File: config.mk
export PLATFORM = sky130hd
export DESIGN_NAME = pipeline_hazard_ctrl
export DESIGN_NICKNAME = d
export VERILOG_FILES = /design/src/rtl/pipe_ctrl_pkg.sv /design/src/rtl/hazard_detect.sv /design/src/rtl/pipeline_hazard_ctrl.sv
export SDC_FILE = /design/constraint.sdc
export NUM_CORES = 1
export LEC_CHECK = 0
export ABC_AREA = 1
export CORE_UTILIZATION = 43
export DETAILED_ROUTE_END_ITERATION = 8
export PLACE_DENSITY = 0.83
export SLEW_MARGIN = 20
export SYNTH_ARGS = -nofsm -noshare
export SYNTH_HDL_FRONTEND = slang
export SYNTH_HIERARCHICAL = 1
export SYNTH_SLANG_ARGS = --single-unit
File: constraint.sdc
create_clock -name clk -period 2.09 [get_ports clk]
set_clock_uncertainty 0.1 [all_clocks]
set_input_delay 0.418 -clock clk [delete_from_list [all_inputs] [get_ports clk]]
set_output_delay 0.418 -clock clk [all_outputs]
set_load 0.05 [all_outputs]
File: src/rtl/pipe_ctrl_pkg.sv
// Shared types and defaults for the pipeline hazard controller.
package pipe_ctrl_pkg;

  localparam int unsigned RegAddrWDefault  = 3;
  localparam int unsigned MemTimeoutDefault = 15;

  typedef enum logic [1:0] {
    StRun     = 2'd0,
    StMemWait = 2'd1,
    StFlush   = 2'd2,
    StHalt    = 2'd3
  } state_e;

endpackage

File: src/rtl/hazard_detect.sv
// Load-use hazard detection between the instruction in ID and a load in ID/EX.
module hazard_detect
  import pipe_ctrl_pkg::*;
#(
  parameter int unsigned REG_ADDR_W = RegAddrWDefault
) (
  input  logic [REG_ADDR_W-1:0] id_rs1_addr_i,
  input  logic [REG_ADDR_W-1:0] id_rs2_addr_i,
  input  logic                  id_uses_rs1_i,
  input  logic                  id_uses_rs2_i,
  input  logic                  ex_is_load_i,
  input  logic                  ex_reg_wb_i,
  input  logic [REG_ADDR_W-1:0] ex_wb_addr_i,
  output logic                  load_use_o
);

  logic rs1_hit, rs2_hit;

  // Every register is compared, including register 0.
  assign rs1_hit    = id_uses_rs1_i && (id_rs1_addr_i == ex_wb_addr_i);
  assign rs2_hit    = id_uses_rs2_i && (id_rs2_addr_i == ex_wb_addr_i);
  assign load_use_o = ex_is_load_i && ex_reg_wb_i && (rs1_hit || rs2_hit);

endmodule

File: src/rtl/pipeline_hazard_ctrl.sv
// Pipeline stall/flush controller: memory wait, branch flush, load-use bubble, timeout halt.
// Optional stall cycle counter enabled by defining STALL_COUNT_EN.
module pipeline_hazard_ctrl
  import pipe_ctrl_pkg::*;
#(
  parameter int unsigned MEM_TIMEOUT = MemTimeoutDefault,
  parameter int unsigned REG_ADDR_W  = RegAddrWDefault
) (
  input  logic                  clk,
  input  logic                  reset,
  input  logic [REG_ADDR_W-1:0] id_rs1_addr,
  input  logic [REG_ADDR_W-1:0] id_rs2_addr,
  input  logic                  id_uses_rs1,
  input  logic                  id_uses_rs2,
  input  logic                  ex_is_load,
  input  logic                  ex_reg_wb,
  input  logic [REG_ADDR_W-1:0] ex_wb_addr,
  input  logic                  mem_ready,
  input  logic                  branch_taken,
  output logic                  pc_en,
  output logic                  if_id_en,
  output logic                  id_ex_en,
  output logic                  exe_mem_wb_en,
  output logic                  if_id_flush,
  output logic                  id_ex_bubble,
  output logic                  mem_req,
  output logic                  halted,
  output logic [15:0]           stall_count
);

  localparam logic [7:0] TmoLimit = 8'(MEM_TIMEOUT);

  state_e     state_q, state_d;
  logic [7:0] tmo_q, tmo_d;
  logic       load_use;

  hazard_detect #(
    .REG_ADDR_W (REG_ADDR_W)
  ) u_hazard_detect (
    .id_rs1_addr_i (id_rs1_addr),
    .id_rs2_addr_i (id_rs2_addr),
    .id_uses_rs1_i (id_uses_rs1),
    .id_uses_rs2_i (id_uses_rs2),
    .ex_is_load_i  (ex_is_load),
    .ex_reg_wb_i   (ex_reg_wb),
    .ex_wb_addr_i  (ex_wb_addr),
    .load_use_o    (load_use)
  );

  always_comb begin
    state_d       = state_q;
    tmo_d         = tmo_q;
    pc_en         = 1'b1;
    if_id_en      = 1'b1;
    id_ex_en      = 1'b1;
    exe_mem_wb_en = 1'b1;
    if_id_flush   = 1'b0;
    id_ex_bubble  = 1'b0;
    mem_req       = 1'b0;

    case (state_q)
      StRun: begin
        mem_req = ex_is_load;
        if (ex_is_load && !mem_ready) begin
          {pc_en, if_id_en, id_ex_en, exe_mem_wb_en} = 4'b0000;
          tmo_d   = 8'd0;
          state_d = StMemWait;
        end else if (branch_taken) begin
          if_id_flush  = 1'b1;
          id_ex_bubble = 1'b1;
          state_d      = StFlush;
        end else if (load_use) begin
          pc_en        = 1'b0;
          if_id_en     = 1'b0;
          id_ex_bubble = 1'b1;
        end
      end
      StMemWait: begin
        mem_req = 1'b1;
        if (!mem_ready) begin
          {pc_en, if_id_en, id_ex_en, exe_mem_wb_en} = 4'b0000;
          tmo_d = tmo_q + 8'd1;
          if (tmo_d == TmoLimit) state_d = StHalt;
        end else begin
          // Data arrives: resolve this cycle with the run rules, then resume.
          tmo_d   = 8'd0;
          state_d = StRun;
          if (branch_taken) begin
            if_id_flush  = 1'b1;
            id_ex_bubble = 1'b1;
          end else if (load_use) begin
            pc_en        = 1'b0;
            if_id_en     = 1'b0;
            id_ex_bubble = 1'b1;
          end
        end
      end
      StFlush: begin
        if_id_flush = 1'b1;
        state_d     = StRun;
      end
      default: begin
        {pc_en, if_id_en, id_ex_en, exe_mem_wb_en} = 4'b0000;
      end
    endcase

    if (reset) begin
      {pc_en, if_id_en, id_ex_en, exe_mem_wb_en} = 4'b0000;
      if_id_flush  = 1'b0;
      id_ex_bubble = 1'b0;
      mem_req      = 1'b0;
      tmo_d        = 8'd0;
      state_d      = StRun;
    end
  end

  always_ff @(posedge clk) begin
    state_q <= state_d;
    tmo_q   <= tmo_d;
  end

  assign halted = (state_q == StHalt);

`ifdef STALL_COUNT_EN
  logic [15:0] stall_cnt_q, stall_cnt_d;

  always_comb begin
    stall_cnt_d = stall_cnt_q;
    if (!pc_en && (stall_cnt_q != 16'hFFFF)) stall_cnt_d = stall_cnt_q + 16'd1;
  end

  always_ff @(posedge clk) begin
    if (reset) stall_cnt_q <= 16'h0000;
    else       stall_cnt_q <= stall_cnt_d;
  end

  assign stall_count = stall_cnt_q;
`else
  assign stall_count = 16'h0000;
`endif

endmodule

# Yosys cells after proc, flatten, opt, wreduce, memory -nomap -nowiden
# Cells that the tools add are included.
# op_classes
reduce_logical	12
n_shift	0
n_div	0
multipliers	0
n_eq_ne	9
bitwise_logic	0
n_mux	31
n_addsub	1
order_cmp	0
# ops
op	count
$mux W1	18
$mux W8	2
$pmux W8 S2	1
$pmux W1 S3	3
$add A8 B1 Y8 const B	1
$eq A8 B4 Y1 const B	1
$mux W2	4
$eq A3 B3 Y1	2
$ne A3 B3 Y1 const B	2
$pmux W2 S3	1
$logic_and A1 B1 Y1	5
$eq A2 B2 Y1 const B	2
$pmux W1 S2	2
$reduce_and A3 Y1	1
$reduce_bool A3 Y1	1
$eq A2 B1 Y1 const B	1
$logic_not A2 Y1	1
$ne A2 B2 Y1 const B	1
$reduce_and A2 Y1	1
$reduce_bool A2 Y1	1
$logic_not A1 Y1	1
$logic_or A1 B1 Y1	1
# word_totals
mem_count	0
word_cells	55
ramBits	0
out_inout_bits	24
register_bits	10
mem_bits_ro	0
inputBits	17
latchBits	0

# Logic depth before layout (Yosys ltp)
# depth
ltp_word	9
mapped_depth	11
depth_no_buf	11

# Cells and area by module
# The synthesis kept the hierarchy.
# by_module_without_submodules
module	area_each_um2	n_inst	cells_each	seq_area_each_um2
pipeline_hazard_ctrl	887.1	1	135	200.2
hazard_detect	132.6	1	34	0.0

# Least setup slack after synthesis
# No wires, ideal clock.
# synth_timing
path_kind	reg-to-output
startpoint	reg state_q[0]
endpoint	out pc_en
path_slack_ns	-0.579
required_ns	1.572
n_path_buf	1
stages_incl_launch_ff	10
arrival_ns	2.151
cell_sequence	dfxtp_1 -> inv_1 -> ha_1 -> inv_1 -> nor2_2 -> a21oi_1 -> nand2_1 -> nand2_1 -> a31oi_1 -> buf_4
# synth_via
elab_chain_len	3
word_cells_on_any_way	5
classes_between	2 x eq/ne; 2 x mux; 1 x reduce/logical
# synth_lines
element	line	text
start, declared	pipeline_hazard_ctrl.sv:33	state_e state_q, state_d;
start signal, assigned	pipeline_hazard_ctrl.sv:118	state_q <= state_d;
$eq A2 B2 Y1, or another cell as far along	n/a	
$pmux W1 S3 *	n/a	
$mux W1 *	n/a	
end, declared	pipeline_hazard_ctrl.sv:20	output logic pc_en,
# Every way passes the cells marked *; elsewhere a longest branch is shown, timed or not.

# Worst setup path after layout
# layout_timing
startpoint	reg state_q[1]
endpoint	out if_id_en
# layout_via
elab_chain_len	3
word_cells_on_any_way	5
classes_between	2 x eq/ne; 2 x mux; 1 x reduce/logical
# layout_lines
element	line	text
$eq A2 B2 Y1, or another cell as far along	pipeline_hazard_ctrl.sv:61	case (state_q)
$pmux W1 S3 *	pipeline_hazard_ctrl.sv:61	
$mux W1 *	pipeline_hazard_ctrl.sv:107	if (reset) begin
end, declared	pipeline_hazard_ctrl.sv:21	output logic if_id_en,
# Marked as above.

==> impl_metrics.env <==
export IMPL_outcome="completed"
export IMPL_cts_root_buf="clkbuf_4"
export IMPL_cts_buffers=3
export IMPL_min_period_ps=2060
export IMPL_leakage_nw=0.703
export IMPL_rsz0062_at_grt="true"
export IMPL_antenna_found_initial=0
export IMPL_hold_path_startpoint="tmo_q[6]"
export IMPL_diodes=0
export IMPL_swShare_pct=50.3
export IMPL_synth_top_area_cell="dfxtp_1"
export IMPL_core_um2=2230
export IMPL_die_h_um=50.7
export IMPL_r2r_start="state_q[1]"
export IMPL_seqPwrFrac_pct=14.7
export IMPL_clkSinkCount=10
export IMPL_syn_inst=169
export IMPL_place_gp_congestion=0.835
export IMPL_worst_setup_path_start_kind="flip-flop"
export IMPL_synth_mux_area_share_pct=0
export IMPL_track_usage_pct=19.7
export IMPL_via_count=1049
export IMPL_yosys_top_cells_area="dfxtp_1 20%, nand2_1 18%, buf_4 13%, inv_1 9.2%, ha_1 7.4%"
export IMPL_synth_xor_area_share_pct=2.58
export IMPL_ys_types=27
export IMPL_overflow=0
export IMPL_synth_seq_area_share_pct=19.6
export IMPL_syn_avg_cell_area_um2=6.03
export IMPL_synth_compound_area_share_pct=10.8
export IMPL_htreeDepth=1
export IMPL_cts_tree="done"
export IMPL_yosysWarningCount=6
export IMPL_finalSetupViolations=0
export IMPL_p_clk_share_pct=8.1
export IMPL_drc=0
export IMPL_hpwl_mm=1.71
export IMPL_synthAdderAreaFrac_pct=7.36
export IMPL_start_util_pct=45.7
export IMPL_via_per_inst=4.52
export IMPL_final_hold_viol_count=0
export IMPL_crit_type="reg -> out"
export IMPL_fin_nets=229
export IMPL_timing_hold_worst_path_depth=2
export IMPL_worst_setup_path_end_kind="output pin"
export IMPL_row_count=17
export IMPL_intPower_w=0.000800
export IMPL_vdd_drop_max_uv=738
export IMPL_numPortBuffers=24
export IMPL_drt_iter0_drc=19
export IMPL_pwr_share_comb_pct=77.2
export IMPL_cp_arrival_ps=1540
export IMPL_hold_path_class="reg -> reg"
export IMPL_final_area_um2=1440
export IMPL_area_delta_synth_final_pct=41.1
export IMPL_yosys_area_share_simple_pct=35.3
export IMPL_syn_area_um2=1020
export IMPL_clk_insertion_delay_late_ps=270
export IMPL_rr_worst_depth=12
export IMPL_clock_path_buffers=2
export IMPL_firstDrtPassIters=4
export IMPL_slew_viol_final=0
export IMPL_synth_top_family_by_area="simple AND/OR/NAND/NOR gates"
export IMPL_hold_buffers=0
export IMPL_crit_path_max_fanout=3
export IMPL_powerDensity_nw_per_um2=1120
export IMPL_crit_required_ps=1570
export IMPL_dpl_cell_area_um2=1350
export IMPL_finalCritPeriodShare_pct=98.5
export IMPL_finalPower_w=0.00161
export IMPL_final_cells=232
export IMPL_cts_clk_slew_worst_paths_ps=60
export IMPL_ys_ff_latch=10
export IMPL_fmax_ghz=0.486
export IMPL_final_common_cell="nand2_1"
export IMPL_drive_gt1_share_pct=34.3
export IMPL_power_switching_w=0.000810
export IMPL_grt_pass1_wl_mm=3.83
export IMPL_mostFrequentLayoutCells="46 x nand2_1, 16 x conb_1, 15 x inv_1"
export IMPL_die_w_um=50.7
export IMPL_drtAntennaViolNets=0
export IMPL_drv_cap=0
export IMPL_dp_cells=225
export IMPL_wl_mm=2.29
export IMPL_synth_top_area_share_pct=19.6
export IMPL_critPathLaunch="state_q[1]"
export IMPL_wl_per_cell_um=9.86
export IMPL_fillCellCount=202
export IMPL_die_area_um2=2570
export IMPL_io_pins=41
export IMPL_grt_pass1_vias=946
export IMPL_grt_max_degree=9
[path summary, 6_finish.rpt]
kind,to,slack [ps]
hold reg to reg,tmo_q[6],400
hold / removal,tmo_q[6],400
setup reg to reg,state_q[0],330
setup / recovery,if_id_en,30
[cell usage after synthesis]
cell,number
ha_1,6
xnor2_1,1
o22ai_1,1
a31oi_1,2
inv_2,2
o21ai_1,2
nor2_4,1
dfxtp_1,10
clkbuf_1,1
nand3_2,2
clkinv_1,1
buf_4,18
nor3_1,1
a21oi_2,1
nand3_1,6
o31ai_1,1
o21ai_0,1
nor2_2,3
nor2_1,15
conb_1,1
nand2_1,49
inv_1,25
nand4_1,1
nand2_2,3
nor3_2,1
a21oi_1,12
xor2_1,2
[sequential cells by signal, indices dropped and copies added, names as in the netlist]
name and flops:
tmo_q 8, state_q 2
[metal layers]
layer	vias to the layer above	GRT usage, %	wire, µm	part of all wire [%]
met2	29	35.1	1200	53
met3	4	3.64	81	3.5
li1	558	-	-	-
met1	458	23.4	971	42
met4	0	6.94	31	1.4
met5	-	0	0	0
[metrics by stage]
step	TNS, ps	setup slack, ps	utilization (%)	hold WS [ps]
final	0	30.3	64.4	399
after global routing	-116	-58.6	64.4	419
after CTS	0	6.50	63.8	399
after detailed placement	-1520	-285	60.5	387
after global placement	-1390	-265	60.5	371
after floorplan	-449	-272	-	358
[layout make-up]
type | instances | area, µm² | area share, %
inverter | 28 | 110 | 7.65
multi-input combinational | 127 | 713 | 49.6
tap | 28 | 35.0 | 2.43
sequential | 10 | 203 | 14.1
timing repair buffer | 36 | 355 | 24.7
clock buffer | 3 | 22.5 | 1.57
[cell families after synthesis]
kind of cell | Yosys count
xor gates and xnor gates | 3
adders and majority gates | 6
and+or+nand+nor | 82
buffers and inverters | 47
other | 1
AOI/OAI and AO/OA | 20
DFF | 10
[power groups by stage]
stage / sequential [W] / combinational, W / clock (W)
finish: 0.000237 / 0.00124 / 0.000130
CTS: 0.000233 / 0.00116 / 0.000140
global placement: 0.000233 / 0.00103 / 0
floorplan: 0.000235 / 0.000670 / 0
detailed placement: 0.000234 / 0.00104 / 0
global route: 0.000240 / 0.00133 / 0.000148
[repair_timing]
item,in CTS,in global routing
setup endpoints to repair,6,7
resized for setup,31,32
buffers inserted,3,1
pin swaps,15,13
gates cloned,0,0
[critical path, stage by stage, from the launching register on]
cell and delay [ps]:
dfxtp_2 340, inv_4 70, ha_4 140, inv_4 40, nor2_4 80, a21oi_2 40
nand2_1 70, nand2_2 90, a31oi_4 230, buf_12 170
Power figures use the tool's default switching activity.
